File: src/rtl/bp_train_ctrl_pkg.sv
// Shared definitions for the backprop mini-batch training sequencer:
// FSM state encoding and the bit positions of the bp control pulses.
package bp_train_ctrl_pkg;

  typedef enum logic [2:0] {
    ST_IDLE = 3'd0,
    ST_CLR  = 3'd1,
    ST_LOAD = 3'd2,
    ST_WAIT = 3'd3,
    ST_ACCU = 3'd4,
    ST_UPD  = 3'd5,
    ST_DONE = 3'd6
  } state_t;

  localparam int PULSE_W    = 5;
  localparam int P_LD       = 0;
  localparam int P_ACCU     = 1;
  localparam int P_RST_BTCH = 2;
  localparam int P_WB_UPD   = 3;
  localparam int P_DONE     = 4;

  typedef logic [PULSE_W-1:0] pulse_t;

  // Each state owns at most one pulse, so the pulses are exclusive by construction.
  function automatic pulse_t pulse_for(input state_t s);
    pulse_t p;
    p = '0;
    case (s)
      ST_LOAD: p[P_LD]       = 1'b1;
      ST_ACCU: p[P_ACCU]     = 1'b1;
      ST_CLR:  p[P_RST_BTCH] = 1'b1;
      ST_UPD:  p[P_WB_UPD]   = 1'b1;
      ST_DONE: p[P_DONE]     = 1'b1;
      default: p = '0;
    endcase
    return p;
  endfunction

endpackage

File: src/rtl/bp_train_ctrl_ctrl_cnt.sv
// Loadable down-counter with a zero flag; saturates at zero.
module ctrl_cnt
  import bp_train_ctrl_pkg::*;
#(
  parameter int W = 4
) (
  input  logic         clk,
  input  logic         rst,
  input  logic         load,
  input  logic [W-1:0] load_val,
  input  logic         dec,
  output logic         zero
);

  logic [W-1:0] count;

  always_ff @(posedge clk or negedge rst) begin
    if (!rst) begin
      count <= '0;
    end else if (load) begin
      count <= load_val;
    end else if (dec && (count != '0)) begin
      count <= count - W'(1);
    end
  end

  assign zero = (count == '0);

endmodule

File: src/rtl/bp_train_ctrl.sv
// Mini-batch training sequencer: walks the sample memory, waits the forward
// latency, pulses bp accumulate, and commits deltas at each batch boundary.
module bp_train_ctrl
  import bp_train_ctrl_pkg::*;
#(
  parameter int WIDTH  = 32,
  parameter int BATCH  = 4,
  parameter int FF_LAT = 3,
  parameter int SMP_AW = 8,
  parameter int EP_W   = 16
) (
  input  logic              clk,
  input  logic              rst,
  input  logic              i_start,
  input  logic              i_abort,
  input  logic [SMP_AW:0]   i_n_smp,
  input  logic [EP_W-1:0]   i_n_epoch,
  input  logic [WIDTH-1:0]  i_cost,
  output logic [SMP_AW-1:0] o_smp_addr,
  output logic              o_ld,
  output logic              o_accu,
  output logic              o_rst_btch,
  output logic              o_wb_upd,
  output logic [WIDTH-1:0]  o_cost,
  output logic [EP_W-1:0]   o_epoch,
  output logic              o_busy,
  output logic              o_done
);

  // Both counters hold "remaining minus one" so the zero flag marks the last cycle/sample.
  localparam int WAIT_W = (FF_LAT > 1) ? $clog2(FF_LAT) : 1;
  localparam int BTCH_W = (BATCH > 1) ? $clog2(BATCH) : 1;
  localparam logic [WAIT_W-1:0] WAIT_INIT = WAIT_W'(FF_LAT - 1);
  localparam logic [BTCH_W-1:0] BTCH_INIT = BTCH_W'(BATCH - 1);

  state_t          state, next_state;
  pulse_t          pulse_d, pulse_q;
  logic            busy_d;
  logic [SMP_AW:0] n_smp, addr, addr_nxt;
  logic [EP_W-1:0] n_epoch, epoch;
  logic            wait_zero, btch_zero;
  logic            addr_last, addr_in_range, epoch_last;

  assign addr_last     = ((addr + (SMP_AW+1)'(1)) == n_smp);
  assign addr_in_range = (addr < n_smp);
  assign epoch_last    = (({1'b0, epoch} + (EP_W+1)'(1)) == {1'b0, n_epoch});
  assign addr_nxt      = (state == ST_ACCU) ? addr + (SMP_AW+1)'(1) : addr;

  ctrl_cnt #(.W(WAIT_W)) u_wait_cnt (
    .clk      (clk),
    .rst      (rst),
    .load     (state == ST_LOAD),
    .load_val (WAIT_INIT),
    .dec      (state == ST_WAIT),
    .zero     (wait_zero)
  );

  ctrl_cnt #(.W(BTCH_W)) u_btch_cnt (
    .clk      (clk),
    .rst      (rst),
    .load     (state == ST_CLR),
    .load_val (BTCH_INIT),
    .dec      (state == ST_ACCU),
    .zero     (btch_zero)
  );

  always_ff @(posedge clk or negedge rst) begin
    if (!rst) begin
      state   <= ST_IDLE;
      pulse_q <= '0;
      o_busy  <= 1'b0;
    end else begin
      state   <= next_state;
      pulse_q <= pulse_d;
      o_busy  <= busy_d;
    end
  end

  always_comb begin
    next_state = state;
    if (i_abort) begin
      next_state = ST_IDLE;
    end else begin
      case (state)
        ST_IDLE: if (i_start)
                   next_state = ((i_n_smp != '0) && (i_n_epoch != '0)) ? ST_CLR : ST_DONE;
        ST_CLR:  next_state = ST_LOAD;
        ST_LOAD: next_state = ST_WAIT;
        ST_WAIT: if (wait_zero) next_state = ST_ACCU;
        ST_ACCU: next_state = (btch_zero || addr_last) ? ST_UPD : ST_LOAD;
        ST_UPD:  next_state = (addr_in_range || !epoch_last) ? ST_CLR : ST_DONE;
        ST_DONE: next_state = ST_IDLE;
        default: next_state = ST_IDLE;
      endcase
    end
  end

  // Outputs are decoded from the next state and registered, so they align with the state.
  always_comb begin
    pulse_d = pulse_for(next_state);
    busy_d  = (next_state != ST_IDLE);
  end

  always_ff @(posedge clk or negedge rst) begin
    if (!rst) begin
      n_smp      <= '0;
      n_epoch    <= '0;
      addr       <= '0;
      epoch      <= '0;
      o_smp_addr <= '0;
      o_cost     <= '0;
    end else if (!i_abort) begin
      case (state)
        ST_IDLE: if (i_start) begin
          n_smp   <= i_n_smp;
          n_epoch <= i_n_epoch;
          addr    <= '0;
          epoch   <= '0;
        end
        ST_ACCU: addr <= addr_nxt;
        ST_UPD: begin
          o_cost <= i_cost;
          if (!addr_in_range) begin
            addr <= '0;
            if (!epoch_last) epoch <= epoch + EP_W'(1);
          end
        end
        default: ;
      endcase
      if (next_state == ST_LOAD) o_smp_addr <= addr_nxt[SMP_AW-1:0];
    end
  end

  assign o_ld       = pulse_q[P_LD];
  assign o_accu     = pulse_q[P_ACCU];
  assign o_rst_btch = pulse_q[P_RST_BTCH];
  assign o_wb_upd   = pulse_q[P_WB_UPD];
  assign o_done     = pulse_q[P_DONE];
  assign o_epoch    = epoch;

endmodule
File: config.mk
export PLATFORM = sky130hd
export DESIGN_NAME = bp_train_ctrl
export DESIGN_NICKNAME = d
export VERILOG_FILES = /design/src/rtl/bp_train_ctrl_pkg.sv /design/src/rtl/bp_train_ctrl_ctrl_cnt.sv /design/src/rtl/bp_train_ctrl.sv
export SDC_FILE = /design/constraint.sdc
export NUM_CORES = 1
export LEC_CHECK = 0
export CORE_MARGIN = 8
export CORE_UTILIZATION = 48
export CTS_BUF_LIST = sky130_fd_sc_hd__clkbuf_2
export CTS_CLUSTER_DIAMETER = 50
export DETAILED_ROUTE_END_ITERATION = 10
export GPL_TIMING_DRIVEN = 0
export PLACE_DENSITY_LB_ADDON = 0.15
export SLEW_MARGIN = 30
export SYNTH_ARGS = -nofsm -noshare
export SYNTH_HDL_FRONTEND = slang
export SYNTH_SLANG_ARGS = --single-unit
File: constraint.sdc
create_clock -name clk -period 2.9 [get_ports clk]
set_input_delay 0.58 -clock clk [delete_from_list [all_inputs] [get_ports clk]]
set_output_delay 0.58 -clock clk [all_outputs]
set_load 0.03 [all_outputs]
== Word-level counts from Yosys, hierarchy flattened ==
Index checks and enable logic that the tools add are counted.

* Register bits after elaboration: 103
* Bits in latches: 0
* RAM bits: 0
* ROM bits: 0
* Input bits: 61
* Output and inout port bits: 62
* Word-level logic and storage cells: 80
* Memories kept: 0

* $add $sub $neg: 5
* Multiply operators: 0
* Div/mod/pow operators: 0
* Magnitude comparators: 1
* Equality and inequality tests: 15
* Shift-type cells: 0
* Multiplexer cells: 24
* Bitwise gates (word level): 1
* Reductions and logical operators: 23

{| class="wikitable"
|+ Operators with widths
! kind !! number
|-
| two-way mux 16 bit || 3
|-
| case mux 16 bit (2 select lines) || 1
|-
| two-way mux 9 bit || 3
|-
| case mux 9 bit (3 select lines) || 1
|-
| two-way mux 3 bit || 6
|-
| case mux 3 bit (6 select lines) || 1
|-
| adder 16 x 1 -> 17 bit, second input constant || 1
|-
| equality test 17 x 16 -> 1 bit || 1
|-
| adder 16 x 1 -> 16 bit, second input constant || 1
|-
| nonzero test 16 bit || 1
|-
| equality test 3 bit, second input constant || 5
|-
| nonzero test 2 bit || 5
|-
| adder 9 x 1 -> 9 bit, second input constant || 1
|-
| equality test 3 x 2 -> 1 bit, second input constant || 3
|-
| equality test 9 bit || 1
|-
| < comparator 9 bit || 1
|-
| nonzero test 9 bit || 1
|-
| two-way mux 2 bit || 4
|-
| equality test 3 x 1 -> 1 bit, second input constant || 2
|-
| inequality test 2 bit, second input constant || 3
|-
| nonzero test 3 bit || 2
|-
| two-way mux 1 bit || 5
|-
| AND reduction 5 bit || 1
|-
| logical NOT 2 bit || 2
|-
| 9 further kinds || 14
|}

== Longest topological paths before layout ==
* Depth in word-level cells: 9
* Mapped depth: 12
* Gate-level depth less buffers: 10

== Cells and area by module ==
From an unflattened synthesis, not the netlist that was laid out.

* Cells, all modules: 550
* Area, all modules: 5650.4 um^2

{| class="wikitable"
|+ By module, submodules not included
! module !! times used !! cells each !! area an instance (um^2) !! sequential area each (um^2)
|-
| bp_train_ctrl || 1 || 524 || 5385.2 || 2477.4
|-
| ctrl_cnt || 2 || 13 || 132.6 || 50.0
|}

== Worst setup path after synthesis ==
OpenSTA, ideal clock, no wires.

* Path type: register to register
* Start point: register epoch[0] (netlist: o_epoch[0])
* End point: register epoch[1] (netlist: o_epoch[1])
* Data arrival time: 2.822 ns
* Setup slack: -0.047 ns
* Stages on the path, launching flop included: 11
* Path through: dfrtp_1 -> ha_1 -> nand3_2 -> or4b_1 -> a31oi_1 -> o2111ai_1 -> or4_4 -> a31oi_4 -> or2_1 -> buf_4 -> o21ai_1

* Longest elaborated chain between the ends: 4
* Elaborated cells between the ends (all ways): 8
* Classes of those cells: add/sub (2); eq/ne (2); mux (3); reduce/logical (1)

{| class="wikitable"
|+ RTL lines
! element !! line !! source
|-
| start: declaration || bp_train_ctrl.sv:40 || <nowiki>logic [EP_W-1:0] n_epoch, epoch;</nowiki>
|-
| start signal: assignment || bp_train_ctrl.sv:125 || <nowiki>if (!epoch_last) epoch <= epoch + EP_W'(1);</nowiki>
|-
| adder 16 x 1 -> 17 bit or adder 16 x 1 -> 16 bit (tied branches) || bp_train_ctrl.sv:46, bp_train_ctrl.sv:125 ||
|-
| equality test 17 x 16 -> 1 bit or two-way mux 16 bit (tied branches) || bp_train_ctrl.sv:46, bp_train_ctrl.sv:125 ||
|-
| inequality test 2 bit (no source line) or two-way mux 16 bit (tied branches) || n/a ||
|-
| AND reduction 5 bit (no source line) or case mux 16 bit (2 select lines) (tied branches) || n/a ||
|}

Parallel ways exist; a longest one is shown, timed or not. The select of a mux whose other input is x is not followed.
A chain may end at the register's enable or synchronous reset.

== Worst setup path in the final report ==
* Start point: register addr[6]
* End point: register o_smp_addr[6]

* Longest elaborated chain between the ends: 8
* Elaborated cells between the ends (all ways): 12
* Classes of those cells: add/sub (1); order compare (1); eq/ne (2); mux (5); reduce/logical (3)

{| class="wikitable"
|+ RTL lines
! element !! line !! source
|-
| start: declaration || bp_train_ctrl.sv:39 || <nowiki>logic [SMP_AW:0] n_smp, addr, addr_nxt;</nowiki>
|-
| start signal: assignment || bp_train_ctrl.sv:120 || <nowiki>ST_ACCU: addr <= addr_nxt;</nowiki>
|-
| adder 9 x 1 -> 9 bit || bp_train_ctrl.sv:44, bp_train_ctrl.sv:47 ||
|-
| equality test 9 bit || bp_train_ctrl.sv:44 || <nowiki>assign addr_last = ((addr + (SMP_AW+1)'(1)) == n_smp);</nowiki>
|-
| logical OR 1 bit || bp_train_ctrl.sv:90 || <nowiki>ST_ACCU: next_state = (btch_zero || addr_last) ? ST_UPD : ST_LOAD;</nowiki>
|-
| two-way mux 3 bit || bp_train_ctrl.sv:90 ||
|-
| case mux 3 bit (6 select lines) || bp_train_ctrl.sv:84 || <nowiki>case (state)</nowiki>
|-
| two-way mux 3 bit || bp_train_ctrl.sv:81 || <nowiki>if (i_abort) begin</nowiki>
|-
| equality test 3 x 2 -> 1 bit || bp_train_ctrl.sv:130 || <nowiki>if (next_state == ST_LOAD) o_smp_addr <= addr_nxt[SMP_AW-1:0];</nowiki>
|-
| AND reduction 2 bit (no source line) || n/a ||
|-
| end signal: assignment || bp_train_ctrl.sv:130 ||
|-
| end: declaration || bp_train_ctrl.sv:19 || <nowiki>output logic [SMP_AW-1:0] o_smp_addr,</nowiki>
|}

Parallel ways exist; a longest one is shown, timed or not.

==> impl_metrics.yaml <==
cells_and_area:
  mostFrequentLayoutCells: "clkdlybuf4s50_1 (121), dfrtp_1 (96), mux2_2 (50)"
  drive_above_1_share_pct: 22.93
  stdcell_count: 854
  syn2layout_area_growth_pct: 35.98
  diodes: 0
  layout_commonest_cell: "clkdlybuf4s50_1"
  nNetsFinal: 781
cts:
  cts_sinks: 103
  clk_latency_ns: 0.63
  path_clk_slew_ns: 0.27
  clock_path_buffers: 2
  cts_buffers: 9
  htree_num_levels: 3
  cts_tree: "done"
  cts-root-buf: "clkbuf_2"
timing:
  post-route-period-util_pct: 101.5
  clock.fmax_mhz: 339.7
  setup_viol: 7
  setup_ws_ns: -0.04382
  max_slew_margin_pct: 50.33
  finalHoldViolations: 0
  worstMarginPinSlew_ns: 0.7389
  hold_ws_ns: 0.4267
  fin_worst_skew_ns: 0.02957
  rsz0062_at_grt: "yes"
  drv_slew: 0
  post-route-min-period_ns: 2.944
drt:
  vias: 4871
  wl_met3_um: 1689
  routedWlPerCell_um: 18.52
  drt_iter0_markers: 300
  wl_met1_um: 6610
  wl_met2_um: 7249
  drc: 0
  viasPerCell: 5.704
  first_pass_iters: 5
  highest_layer: "met4"
  postRouteAntennaNets: 0
  wl_um: 15820
setup_path:
  path_max_fanout: 6
  crit_chain: "nand4_4 > a21oi_1 > nor2_1 > a311oi_2 > o41a_1 > o22ai_2 > or4b_4 > buf_12 > mux2_4"
  path_class: "reg -> reg"
  path_delay_family: "compound AO/OA/AOI/OAI gates"
  crit_path_start_kind: "flop"
  crit_end: "o_smp_addr[6]$_DFFE_PN0P_"
  r2r-start: "addr[6]$_DFFE_PN0P_"
  cpMaxStageDelayCell: "dfrtp_1"
  regToRegSetupSlack_ns: -0.04
  endpoint_kind: "flop"
  critPathBufInv: 1
  r2r.worst_path.cells: 9
  required_ns: 3.44
  startpoint: "addr[6]$_DFFE_PN0P_"
  crit_path_max_incr_delay_ns: 0.62
  path_depth: 9
  r2r-end: "o_smp_addr[6]$_DFFE_PN0P_"
  critical_path_arrival_ns: 3.48
synth:
  ys_seq_elements: 103
  synth_top_cell_area_share_pct: 45.78
  synth_ff_type: "dfrtp_1"
  synthTopCellsByArea: "dfrtp_1 (46%), mux2_2 (10%), o21ai_0 (3.5%), ha_1 (3.1%), nand2_1 (2.8%)"
  ys_async_sr_fraction_pct: 100.0
  yosysTopAreaCell: "dfrtp_1"
  ys_seq_area_share_pct: 45.78
  synth_nets: 621
  ys_warn_count: 0
  syn_inst: 546
  synth_edf_count: 0
  synth_area_um2: 5630
  synth_cell_types: 62
  avgSynthCellArea_um2: 10.31
die:
  io_pins: 123
  design.die.area_um2: 15450
  rows: 39
  initial_core_util_pct: 49.31
  die_x_um: 124.3
  fp.dieH_um: 124.3
  core_area_um2: 11420
outcome:
  outcome: "finished, violations left"
  violations: "setup timing"
global_route:
  grt_pass1_vias: 5071
  gr-total-overflow: 0
  grt_max_degree: 54
  antenna_found_initial: 0
  grt_pass1_wl_um: 25310
  grtUsageTotal_pct: 19.90
pwr:
  intPower_mw: 2.334
  switching_share_pct: 35.20
  power_density_nw_per_um2: 470.5
  power.switching_mw: 1.268
  pwr-share-comb_pct: 33.3
  p_leak_nw: 3.265
  clock_power_share_pct: 17.2
  seqPwrFrac_pct: 49.5
  ir_drop_mv: 0.4030
worst_hold_path:
  hp-class: "in -> async"
placed_design:
  place_congestion: 0.8757
  port_buffers: 122
  dp.cells: 812
  place_hpwl_um: 11390
job:
  drv_cap: 0
cell usage after synthesis (2+ instances only):
| cell type | number |
|---|---|
| inv_1 | 23 |
| nand3_1 | 15 |
| or3_1 | 3 |
| a31oi_1 | 4 |
| o221ai_1 | 2 |
| o21ai_0 | 39 |
| buf_6 | 2 |
| and4_1 | 4 |
| and3_1 | 5 |
| a21o_1 | 4 |
| o22ai_1 | 2 |
| xnor2_1 | 16 |
| mux2i_1 | 4 |
| xor2_1 | 17 |
| nand2_1 | 42 |
| nand3_2 | 2 |
| o21bai_1 | 2 |
| o31ai_1 | 15 |
| o32ai_1 | 2 |
| ha_1 | 14 |
| nor2_1 | 37 |
| or4b_1 | 2 |
| a211oi_1 | 2 |
| nor2b_1 | 5 |
| buf_2 | 7 |
| nor4_1 | 10 |
| o41ai_1 | 3 |
| buf_1 | 2 |
| a21oi_1 | 20 |
| a21boi_0 | 2 |
| mux2_2 | 50 |
| buf_4 | 7 |
| nand2b_1 | 7 |
| o22a_1 | 9 |
| dfrtp_1 | 103 |
| nor3_1 | 14 |
| nand4_1 | 6 |
| and2_1 | 3 |
| clkbuf_1 | 11 |
| mux2_4 | 7 |
per-layer routing:
metal	track usage, %	up-vias
li1	-	2279
met1	23.75	2385
met2	30.60	188
met3	10.13	19
met4	6.095	0
met5	0	-
timing repair:
action / 4_1_cts / 5_1_grt
resized for setup: 25 / 33
hold buffers: 1 / 0
endpoints found under the setup margin: 37 / 34
buffers inserted: 16 / 11
hold endpoints to repair: 50 / 0
gates cloned: 1 / 1
pin swaps: 10 / 18
per-stage QoR:
| step | TNS [ns] | cell area, um^2 | setup WS [ns] | power, mW | utilization, % |
|---|---|---|---|---|---|
| 2_1_floorplan | 0 | 5639 | 0.06037 | 2.471 | - |
| 3_3_place_gp | -292.89 | 7039 | -3.097 | 2.829 | 61.65 |
| 3_5_place_dp | -10.61 | 7074 | -0.6007 | 2.877 | 61.95 |
| 4_1_cts | -0.004019 | 7430 | -0.002260 | 3.574 | 65.07 |
| 5_1_grt | -0.8733 | 7656 | -0.1357 | 3.815 | 67.05 |
| 6_report | -0.2382 | 7656 | -0.04382 | 3.602 | 67.05 |
cell type report:
cell class	instances	area, um^2
plain buffers	26	170.2
clock buffers	9	45.04
clock inverters	7	48.80
fillers	923	3762
inverters	23	86.33
multi-input cells	390	3035
flip-flops and latches	103	2586
well taps	143	178.9
repair buffers	153	1505
worst min-delay path by stage:
stage                                 startpoint                              end  slack (ns)  cells after the start
final                                        rst  u_wait_cnt.count[1]$_DFFE_PN0P_        0.43                      2
after global routing                         rst          o_epoch[12]$_DFFE_PN0P_        0.39                      2
after CTS                                    rst          n_epoch[14]$_DFFE_PN0P_        0.39                      2
after detailed placement  o_cost[18]$_DFFE_PN0P_           o_cost[18]$_DFFE_PN0P_        0.49                      1
after global placement    o_cost[21]$_DFFE_PN0P_           o_cost[21]$_DFFE_PN0P_        0.49                      1
after floorplan                              rst              addr[0]$_DFFE_PN0P_        0.28                      0
cell families (layout without fill, tap and decap cells):
logic type	Yosys count	count (layout)	share of synthesized area (%)
fa+ha+maj	14	14	3.111
mux	61	61	12.58
simple gates	165	165	15.13
compound gates	117	117	13.82
flops	103	103	45.78
xor+xnor	33	33	5.133
buf+inv	53	218	4.444
state kept, by name, indices dropped and copies added, names as in the netlist:
name / flops
u_wait_cnt.count: 2
o_cost: 32
n_epoch: 16
pulse_q: 5
addr: 9
o_smp_addr: 8
n_smp: 9
state: 3
o_busy: 1
o_epoch: 16
u_btch_cnt.count: 2
power by group through the flow:
stage          clock (mW)  combinational, mW  sequential, mW
2_1_floorplan           0              0.588            1.88
3_3_place_gp            0               1.03            1.80
3_5_place_dp            0               1.07            1.81
4_1_cts             0.653               1.14            1.78
5_1_grt             0.701               1.30            1.81
6_report            0.620               1.20            1.78
Power figures use the tool's default switching activity.
